===== config.mk =====
export PLATFORM = sky130hd
export DESIGN_NAME = rv32i_multicycle_ctrl
export DESIGN_NICKNAME = d
export VERILOG_FILES = /design/src/rtl/rv32i_ctrl_pkg.sv /design/src/rtl/rv32i_multicycle_ctrl_decoder.sv /design/src/rtl/rv32i_multicycle_ctrl.sv
export SDC_FILE = /design/constraint.sdc
export NUM_CORES = 1
export LEC_CHECK = 0
export CAP_MARGIN = 20
export CORE_MARGIN = 4
export CORE_UTILIZATION = 25
export CTS_BUF_LIST = sky130_fd_sc_hd__clkbuf_2 sky130_fd_sc_hd__clkbuf_4 sky130_fd_sc_hd__clkbuf_8
export DETAILED_ROUTE_END_ITERATION = 10
export HOLD_SLACK_MARGIN = 0.05
export PLACE_DENSITY = 0.55
export SLEW_MARGIN = 20
export SYNTH_ARGS = -nofsm -noshare
export SYNTH_HDL_FRONTEND = slang
export SYNTH_SLANG_ARGS = --single-unit

===== constraint.sdc =====
create_clock -name i_clk -period 3.6 [get_ports i_clk]
set_clock_uncertainty 0.05 [all_clocks]
set_input_delay 0.72 -clock i_clk [delete_from_list [all_inputs] [get_ports i_clk]]
set_output_delay 0.72 -clock i_clk [all_outputs]
set_load 0.05 [all_outputs]

===== src/rtl/rv32i_ctrl_pkg.sv =====
// ----------------------------------------------------------------------------
// rv32i_ctrl_pkg
// Shared definitions for the RV32I multi-cycle control unit:
//   - base opcode constants
//   - alu_op_e       : ALU operation select driven on aluControl
//   - rfwd_sel_e     : register-file writeback source select
//   - instr_class_e  : instruction class produced by the decoder
//   - ctrl_state_e   : control FSM states
//   - classify()     : opcode -> instruction class
// ----------------------------------------------------------------------------
package rv32i_ctrl_pkg;

    localparam logic [6:0] OP_R     = 7'b0110011;
    localparam logic [6:0] OP_I     = 7'b0010011;
    localparam logic [6:0] OP_L     = 7'b0000011;
    localparam logic [6:0] OP_S     = 7'b0100011;
    localparam logic [6:0] OP_B     = 7'b1100011;
    localparam logic [6:0] OP_JAL   = 7'b1101111;
    localparam logic [6:0] OP_JALR  = 7'b1100111;
    localparam logic [6:0] OP_LUI   = 7'b0110111;
    localparam logic [6:0] OP_AUIPC = 7'b0010111;

    typedef enum logic [3:0] {
        ALU_ADD  = 4'b0000,
        ALU_SUB  = 4'b1000,
        ALU_SLL  = 4'b0001,
        ALU_SLT  = 4'b0010,
        ALU_SLTU = 4'b0011,
        ALU_XOR  = 4'b0100,
        ALU_SRL  = 4'b0101,
        ALU_SRA  = 4'b1101,
        ALU_OR   = 4'b0110,
        ALU_AND  = 4'b0111
    } alu_op_e;

    typedef enum logic [2:0] {
        RFWD_ALU   = 3'd0,
        RFWD_LOAD  = 3'd1,
        RFWD_LUI   = 3'd2,
        RFWD_AUIPC = 3'd3,
        RFWD_PC4   = 3'd4
    } rfwd_sel_e;

    typedef enum logic [3:0] {
        CLS_R,
        CLS_I,
        CLS_L,
        CLS_S,
        CLS_B,
        CLS_JAL,
        CLS_JALR,
        CLS_LUI,
        CLS_AUIPC,
        CLS_ILLEGAL
    } instr_class_e;

    typedef enum logic [3:0] {
        ST_FETCH,
        ST_DECODE,
        ST_R_EXE,
        ST_I_EXE,
        ST_LUI_EXE,
        ST_AUIPC_EXE,
        ST_B_EXE,
        ST_JAL_EXE,
        ST_JALR_EXE,
        ST_S_EXE,
        ST_S_MEM,
        ST_L_EXE,
        ST_L_MEM,
        ST_L_WB,
        ST_ILLEGAL
    } ctrl_state_e;

    function automatic instr_class_e classify(input logic [6:0] opcode);
        instr_class_e cls;
        case (opcode)
            OP_R:     cls = CLS_R;
            OP_I:     cls = CLS_I;
            OP_L:     cls = CLS_L;
            OP_S:     cls = CLS_S;
            OP_B:     cls = CLS_B;
            OP_JAL:   cls = CLS_JAL;
            OP_JALR:  cls = CLS_JALR;
            OP_LUI:   cls = CLS_LUI;
            OP_AUIPC: cls = CLS_AUIPC;
            default:  cls = CLS_ILLEGAL;
        endcase
        return cls;
    endfunction

endpackage


===== src/rtl/rv32i_multicycle_ctrl_decoder.sv =====
// ----------------------------------------------------------------------------
// rv32i_instr_decoder
// Purely combinational decode of the latched instruction register.
// Ports:
//   i_ir             : latched instruction word
//   o_aluControl     : ALU operation select
//   o_aluSrcMuxSel   : 0 = rs2, 1 = immediate
//   o_RFWDSrcMuxSel  : writeback source select
//   o_instrClass     : instruction class used by the control FSM
// ----------------------------------------------------------------------------
module rv32i_instr_decoder
    import rv32i_ctrl_pkg::*;
(
    input  logic [31:0]  i_ir,
    output logic [3:0]   o_aluControl,
    output logic         o_aluSrcMuxSel,
    output logic [2:0]   o_RFWDSrcMuxSel,
    output instr_class_e o_instrClass
);

    logic [2:0] w_funct3;
    logic       w_funct7b5;
    logic       w_unused_fields;

    assign w_funct3   = i_ir[14:12];
    assign w_funct7b5 = i_ir[30];

    // Register/immediate fields are consumed by the datapath, not by control.
    assign w_unused_fields = ^{i_ir[31], i_ir[29:15], i_ir[11:7]};

    assign o_instrClass = classify(i_ir[6:0]);

    always_comb begin
        o_aluControl    = ALU_ADD;
        o_aluSrcMuxSel  = 1'b0;
        o_RFWDSrcMuxSel = RFWD_ALU;
        case (o_instrClass)
            CLS_R: begin
                o_aluControl = {w_funct7b5, w_funct3};
            end
            CLS_I: begin
                // Only the right shifts use bit 30 to pick SRA over SRL;
                // for every other I-type op that bit belongs to the immediate.
                o_aluControl   = {(w_funct3 == 3'b101) ? w_funct7b5 : 1'b0, w_funct3};
                o_aluSrcMuxSel = 1'b1;
            end
            CLS_L: begin
                o_aluSrcMuxSel  = 1'b1;
                o_RFWDSrcMuxSel = RFWD_LOAD;
            end
            CLS_S: begin
                o_aluSrcMuxSel = 1'b1;
            end
            CLS_B: begin
                // The datapath reads funct3 as a comparator select while branch is high.
                o_aluControl = {1'b0, w_funct3};
            end
            CLS_JAL: begin
                o_RFWDSrcMuxSel = RFWD_PC4;
            end
            CLS_JALR: begin
                o_aluSrcMuxSel  = 1'b1;
                o_RFWDSrcMuxSel = RFWD_PC4;
            end
            CLS_LUI: begin
                o_RFWDSrcMuxSel = RFWD_LUI;
            end
            CLS_AUIPC: begin
                o_RFWDSrcMuxSel = RFWD_AUIPC;
            end
            default: begin
                o_aluControl = ALU_ADD;
            end
        endcase
    end

endmodule


===== src/rtl/rv32i_multicycle_ctrl.sv =====
// ----------------------------------------------------------------------------
// rv32i_multicycle_ctrl
// Multi-cycle control unit for the RV32I datapath. Latches the instruction in
// FETCH, decodes it, and sequences EXE / MEM / WB states, with a req/ready
// handshake on the data bus so memory can insert wait states.
// Ports:
//   i_clk, i_reset      : clock, synchronous active-high reset
//   i_instrCode         : instruction word, sampled in FETCH
//   i_busReady          : data-bus access complete this cycle
//   o_PCEn              : PC load enable, one pulse per retired instruction
//   o_regFileWe         : register file write enable
//   o_aluControl        : ALU op select
//   o_aluSrcMuxSel      : 0 = rs2, 1 = immediate
//   o_RFWDSrcMuxSel     : writeback source select
//   o_branch/o_jal/o_jalr : next-PC source controls
//   o_busReq, o_busWe   : data-bus request and write qualifier
//   o_illegalInstr      : pulse on an unsupported opcode
// ----------------------------------------------------------------------------
module rv32i_multicycle_ctrl
    import rv32i_ctrl_pkg::*;
#(
    parameter bit RESET_PC_EN = 1'b0
)
(
    input  logic        i_clk,
    input  logic        i_reset,
    input  logic [31:0] i_instrCode,
    input  logic        i_busReady,
    output logic        o_PCEn,
    output logic        o_regFileWe,
    output logic [3:0]  o_aluControl,
    output logic        o_aluSrcMuxSel,
    output logic [2:0]  o_RFWDSrcMuxSel,
    output logic        o_branch,
    output logic        o_jal,
    output logic        o_jalr,
    output logic        o_busReq,
    output logic        o_busWe,
    output logic        o_illegalInstr
);

    ctrl_state_e  r_state;
    ctrl_state_e  w_nextState;
    logic [31:0]  r_ir;
    logic         r_firstCycle;

    logic [3:0]   w_decAlu;
    logic         w_decSrc;
    logic [2:0]   w_decRfwd;
    instr_class_e w_class;

    logic         w_pcEn;
    logic         w_regFileWe;

    rv32i_instr_decoder u_decoder (
        .i_ir            (r_ir),
        .o_aluControl    (w_decAlu),
        .o_aluSrcMuxSel  (w_decSrc),
        .o_RFWDSrcMuxSel (w_decRfwd),
        .o_instrClass    (w_class)
    );

    // State, instruction register and the post-reset marker.
    always_ff @(posedge i_clk) begin
        if (i_reset) begin
            r_state      <= ST_FETCH;
            r_ir         <= '0;
            r_firstCycle <= 1'b1;
        end else begin
            r_state      <= w_nextState;
            r_firstCycle <= 1'b0;
            if (r_state == ST_FETCH) begin
                r_ir <= i_instrCode;
            end
        end
    end

    // Next-state and per-state enables. S_MEM is the only state whose PCEn
    // depends on an input: the store retires in the cycle the bus accepts it.
    always_comb begin
        w_nextState    = r_state;
        w_pcEn         = 1'b0;
        w_regFileWe    = 1'b0;
        o_branch       = 1'b0;
        o_jal          = 1'b0;
        o_jalr         = 1'b0;
        o_busReq       = 1'b0;
        o_busWe        = 1'b0;
        o_illegalInstr = 1'b0;
        case (r_state)
            ST_FETCH: begin
                w_nextState = ST_DECODE;
            end
            ST_DECODE: begin
                case (w_class)
                    CLS_R:     w_nextState = ST_R_EXE;
                    CLS_I:     w_nextState = ST_I_EXE;
                    CLS_L:     w_nextState = ST_L_EXE;
                    CLS_S:     w_nextState = ST_S_EXE;
                    CLS_B:     w_nextState = ST_B_EXE;
                    CLS_JAL:   w_nextState = ST_JAL_EXE;
                    CLS_JALR:  w_nextState = ST_JALR_EXE;
                    CLS_LUI:   w_nextState = ST_LUI_EXE;
                    CLS_AUIPC: w_nextState = ST_AUIPC_EXE;
                    default:   w_nextState = ST_ILLEGAL;
                endcase
            end
            ST_R_EXE, ST_I_EXE, ST_LUI_EXE, ST_AUIPC_EXE: begin
                w_regFileWe = 1'b1;
                w_pcEn      = 1'b1;
                w_nextState = ST_FETCH;
            end
            ST_B_EXE: begin
                o_branch    = 1'b1;
                w_pcEn      = 1'b1;
                w_nextState = ST_FETCH;
            end
            ST_JAL_EXE: begin
                o_jal       = 1'b1;
                w_regFileWe = 1'b1;
                w_pcEn      = 1'b1;
                w_nextState = ST_FETCH;
            end
            ST_JALR_EXE: begin
                o_jalr      = 1'b1;
                w_regFileWe = 1'b1;
                w_pcEn      = 1'b1;
                w_nextState = ST_FETCH;
            end
            ST_S_EXE: begin
                w_nextState = ST_S_MEM;
            end
            ST_S_MEM: begin
                o_busReq = 1'b1;
                o_busWe  = 1'b1;
                if (i_busReady) begin
                    w_pcEn      = 1'b1;
                    w_nextState = ST_FETCH;
                end
            end
            ST_L_EXE: begin
                w_nextState = ST_L_MEM;
            end
            ST_L_MEM: begin
                o_busReq = 1'b1;
                if (i_busReady) begin
                    w_nextState = ST_L_WB;
                end
            end
            ST_L_WB: begin
                w_regFileWe = 1'b1;
                w_pcEn      = 1'b1;
                w_nextState = ST_FETCH;
            end
            ST_ILLEGAL: begin
                o_illegalInstr = 1'b1;
                w_pcEn         = 1'b1;
                w_nextState    = ST_FETCH;
            end
            default: begin
                w_nextState = ST_FETCH;
            end
        endcase
    end

    // Architectural commits are suppressed in a reset cycle so an access
    // completing on the reset edge cannot advance the PC or write a register.
    assign o_PCEn      = (w_pcEn | (RESET_PC_EN & r_firstCycle)) & ~i_reset;
    assign o_regFileWe = w_regFileWe & ~i_reset;

    // Decode is meaningless until IR has been captured, so FETCH shows zeros.
    assign o_aluControl    = (r_state == ST_FETCH) ? 4'd0 : w_decAlu;
    assign o_aluSrcMuxSel  = (r_state == ST_FETCH) ? 1'b0 : w_decSrc;
    assign o_RFWDSrcMuxSel = (r_state == ST_FETCH) ? 3'd0 : w_decRfwd;

endmodule


==> metrics.md, run 1 <==
| Metric | Value |
|---|---|
| Final net count | 216 |
| WL/cell | 12.57 um |
| Syn Area/Cell | 7.152 um^2 |
| Asr flop ratio synth | 0% |
| Max-Cap Viols | 0 |
| Max_slew headroom | approximately 66% |
| IO Pins | 51 |
| #FFs+latches synth | 15 |
| Post-synth EDFFs | 0 |
| CP Cell Sequence | or3b_4 > a21oi_1 > a21oi_1 > nor3_1 > clkdlybuf4s50_1 |
| Synth cell count leaders | nand2_1, a21oi_1, dfxtp_1, nor2_1 |
| Final slew viol count | 0 |
| Vias in the first global route | roughly 950 |
| WHS | slightly above 0.4 ns |
| H-Tree Depth | 1 |
| # diodes | 0 |
| Num Clock Sinks | 15 |
| WL final | about 2.9 mm |
| CTS buffer count | 3 |
| Congestion Overflow GR | 0 |
| Slowest Stage Delay on Critical Path | between 0.8 and 0.9 ns |
| Worst setup path class | reg2out |
| Fmax | just over 300 MHz |
| Die height | 74.59 um |
| Post-CTS Resized | 0 |
| DRT iter0 DRCs | 65 |
| CTS clk-pin slew, worst paths | 0.07 ns |
| ANT nets after route | 0 |
| Post CTS Setup Buffer Count | 0 |
| Fin crit share | 90.28% |
| Actual slew at the worst max-slew pin | around 0.51 ns |
| Antenna violations before repair | 0 |
| WP data arrival | between 2 and 2.5 ns |
| Syn. warnings | 0 |
| Pleak | 0.0005400 uW |
| DRT Pass-1 Iters | 5 |
| Seq/Total Area, Yosys | 27.09% |
| Final min period | approximately 3.3 ns |
| CP Max Fanout | 10 |
| Fill cell count | approximately 470 |
| Worst hold path type | reg2reg |
| Clock latency on the worst-skew pair | between 0.2 and 0.3 ns |
| Die footprint | about 5600 um^2 |
| Post-Syn Instances | around 160 |
| Starting Density | 26.75% |
| CTS Root Cell | clkbuf_8 |
| Hpwl dp | 2.064 mm |
| CORE AREA | 4144 um^2 |
| Placer Congestion | between 0.7 and 0.8 |
| R2R cell count | 4 |
| Setup-failing EPs final | 0 |
| Setup slack, reg-to-reg | between 2 and 2.5 ns |
| Netlist Area Pre-Place | roughly 1100 um^2 |
| Most used cell, CP | a21oi_1 |
| Vias per cell | 4.991 |
| Critical Path End Type | primary output |
| Outcome | finished clean |
| DRC Markers | 0 |
| Largest net degree at the start of global routing | 19 |
| Share of the synthesized area in the top cell type | 27.09% |
| GR Util All Layers | between 10% and 20% |
| Critical path's slowest cell | clkdlybuf4s50_1 |
| CP Launch Point | r_ir[4] |
| Worst path required time | approximately 2.8 ns |
| Row Count | 23 |
| R2r startpoint | r_ir[4] |
| CTS tree | built |
| Post-Syn Nets | between 150 and 200 |
| Peak VDD IR | about 270 uV |
| Largest area contributor in the netlist | dfxtp_1 |
| Synth unique cells | 43 |
| First-pass GRT wire length | ~4.7 mm |
| Hold buffer count at cts | 0 |
| Setup crit start kind | register |
| Via count | roughly 1100 |
| RSZ-0062 raised after global routing | no |
| Layout cells sized above 1 | between 10% and 20% |
| Worst-case clock buffer depth | 2 |
| Top-count cell post-synth | nand2_1 |
| Critical path endpoint | o_aluSrcMuxSel |
| Pwr dens | 687.7 nW/um^2 |
| IO buf count | 29 |
| Die width | ~75 um |
| Post-synth top flop | dfxtp_1 |
| Synth top area cells | dfxtp_1, nand2_1, a21oi_1 |
| Reg-to-reg endpoint | r_state[0] |
| Final Hold Fails | 0 |
| Layout area overhead | 33.52% |
| Setup TNS | 0 ns |
power by group:
group          internal (uW)  switching (uW)
Clock                   77.9            68.0
Sequential               224            77.3
Combinational            239             332
worst min-delay path by stage:
stage,to,from,slack [ns],cells after the start
floorplan,r_ir[30],r_ir[30],0.39,2
global placement,r_ir[30],r_ir[30],0.39,2
detailed placement,r_ir[30],r_ir[30],0.40,2
CTS,r_ir[30],r_ir[30],0.41,2
global route,r_ir[30],r_ir[30],0.43,2
finish,r_ir[30],r_ir[30],0.40,2
metrics by stage:
stage | instance area (um^2) | utilization, % | instances | total power [uW] | worst slack (ns)
after floorplan | 1109 | - | 155 | 739.7 | 0.6117
after global placement | 1431 | 34.54 | 226 | 871.7 | 0.6410
after detailed placement | 1431 | 34.54 | 226 | 878.7 | 0.6349
after CTS | 1480 | 35.72 | 230 | 1026 | 0.3574
after global routing | 1480 | 35.72 | 230 | 1101 | 0.2031
final | 1480 | 35.72 | 230 | 1018 | 0.3499
layout make-up:
cell class | instances | area (um^2) | area share, %
Clock buffer | 3 | 41.29 | 2.790
Clock inverter | 1 | 7.507 | 0.5072
Tap cell | 50 | 62.56 | 4.227
Inverter | 1 | 3.754 | 0.2536
Sequential cell | 15 | 300.3 | 20.29
Multi-Input combinational cell | 125 | 721.9 | 48.77
Timing Repair Buffer | 35 | 342.8 | 23.16
sequential cells by signal (all words and copies together) (netlist names):
signal	flops
r_ir	11
r_state	4
metal layers:
| layer | routed length (um) | track usage, % | share of wire (%) | vias to the layer above |
|---|---|---|---|---|
| met2 | 1310 | 16.10 | 45 | 29 |
| li1 | - | - | - | 589 |
| met1 | 1413 | 15.42 | 49 | 528 |
| met4 | 23 | 2.372 | 0.80 | 0 |
| met3 | 143 | 3.378 | 4.9 | 2 |
| met5 | 0 | 0 | 0 | - |
worst max-delay path: cells and delay by family (launching register included):
kind,cells,cell delay (ns)
buf+inv,1,0.84
compound gates,2,0.24
simple gates,2,0.64
flops,1,0.51
cells by family after synthesis:
kind of cell           share of synthesized area, %
AO/OA/AOI/OAI                                 20.77
AND/OR/NAND/NOR                               40.29
XOR/XNOR                                      3.160
multiplexers                                 0.9030
flip-flops                                    27.09
buffers and inverters                         7.787
layout by cell type, fill, tap and decap left out, drive strengths merged, types with 2 or more instances in the layout:
cell           instances
clkdlybuf4s50         27
nand4                  2
and3b                  2
buf                    8
a21oi                 18
nand3                  2
nand2                 33
nor3                   7
xor2                   4
nand2b                 7
o31ai                  2
o211ai                 2
or3b                   2
nor2b                  2
and2                   5
a211oi                 2
o21ai                  5
clkbuf                 3
nor2                  12
dfxtp                 15
nor4                   3
No activity file was read; power rests on OpenSTA's default activity.
==> run 2: changes to the inputs <==
--- a/config.mk
+++ b/config.mk
@@ -10,6 +10,7 @@
 export CORE_UTILIZATION = 25
 export CTS_BUF_LIST = sky130_fd_sc_hd__clkbuf_2 sky130_fd_sc_hd__clkbuf_4 sky130_fd_sc_hd__clkbuf_8
 export DETAILED_ROUTE_END_ITERATION = 10
+export GPL_TIMING_DRIVEN = 1
 export HOLD_SLACK_MARGIN = 0.05
 export PLACE_DENSITY = 0.55
 export SLEW_MARGIN = 20
==> results of run 2 <==
Final layout, timing and power as in run 1 (identical DEF).
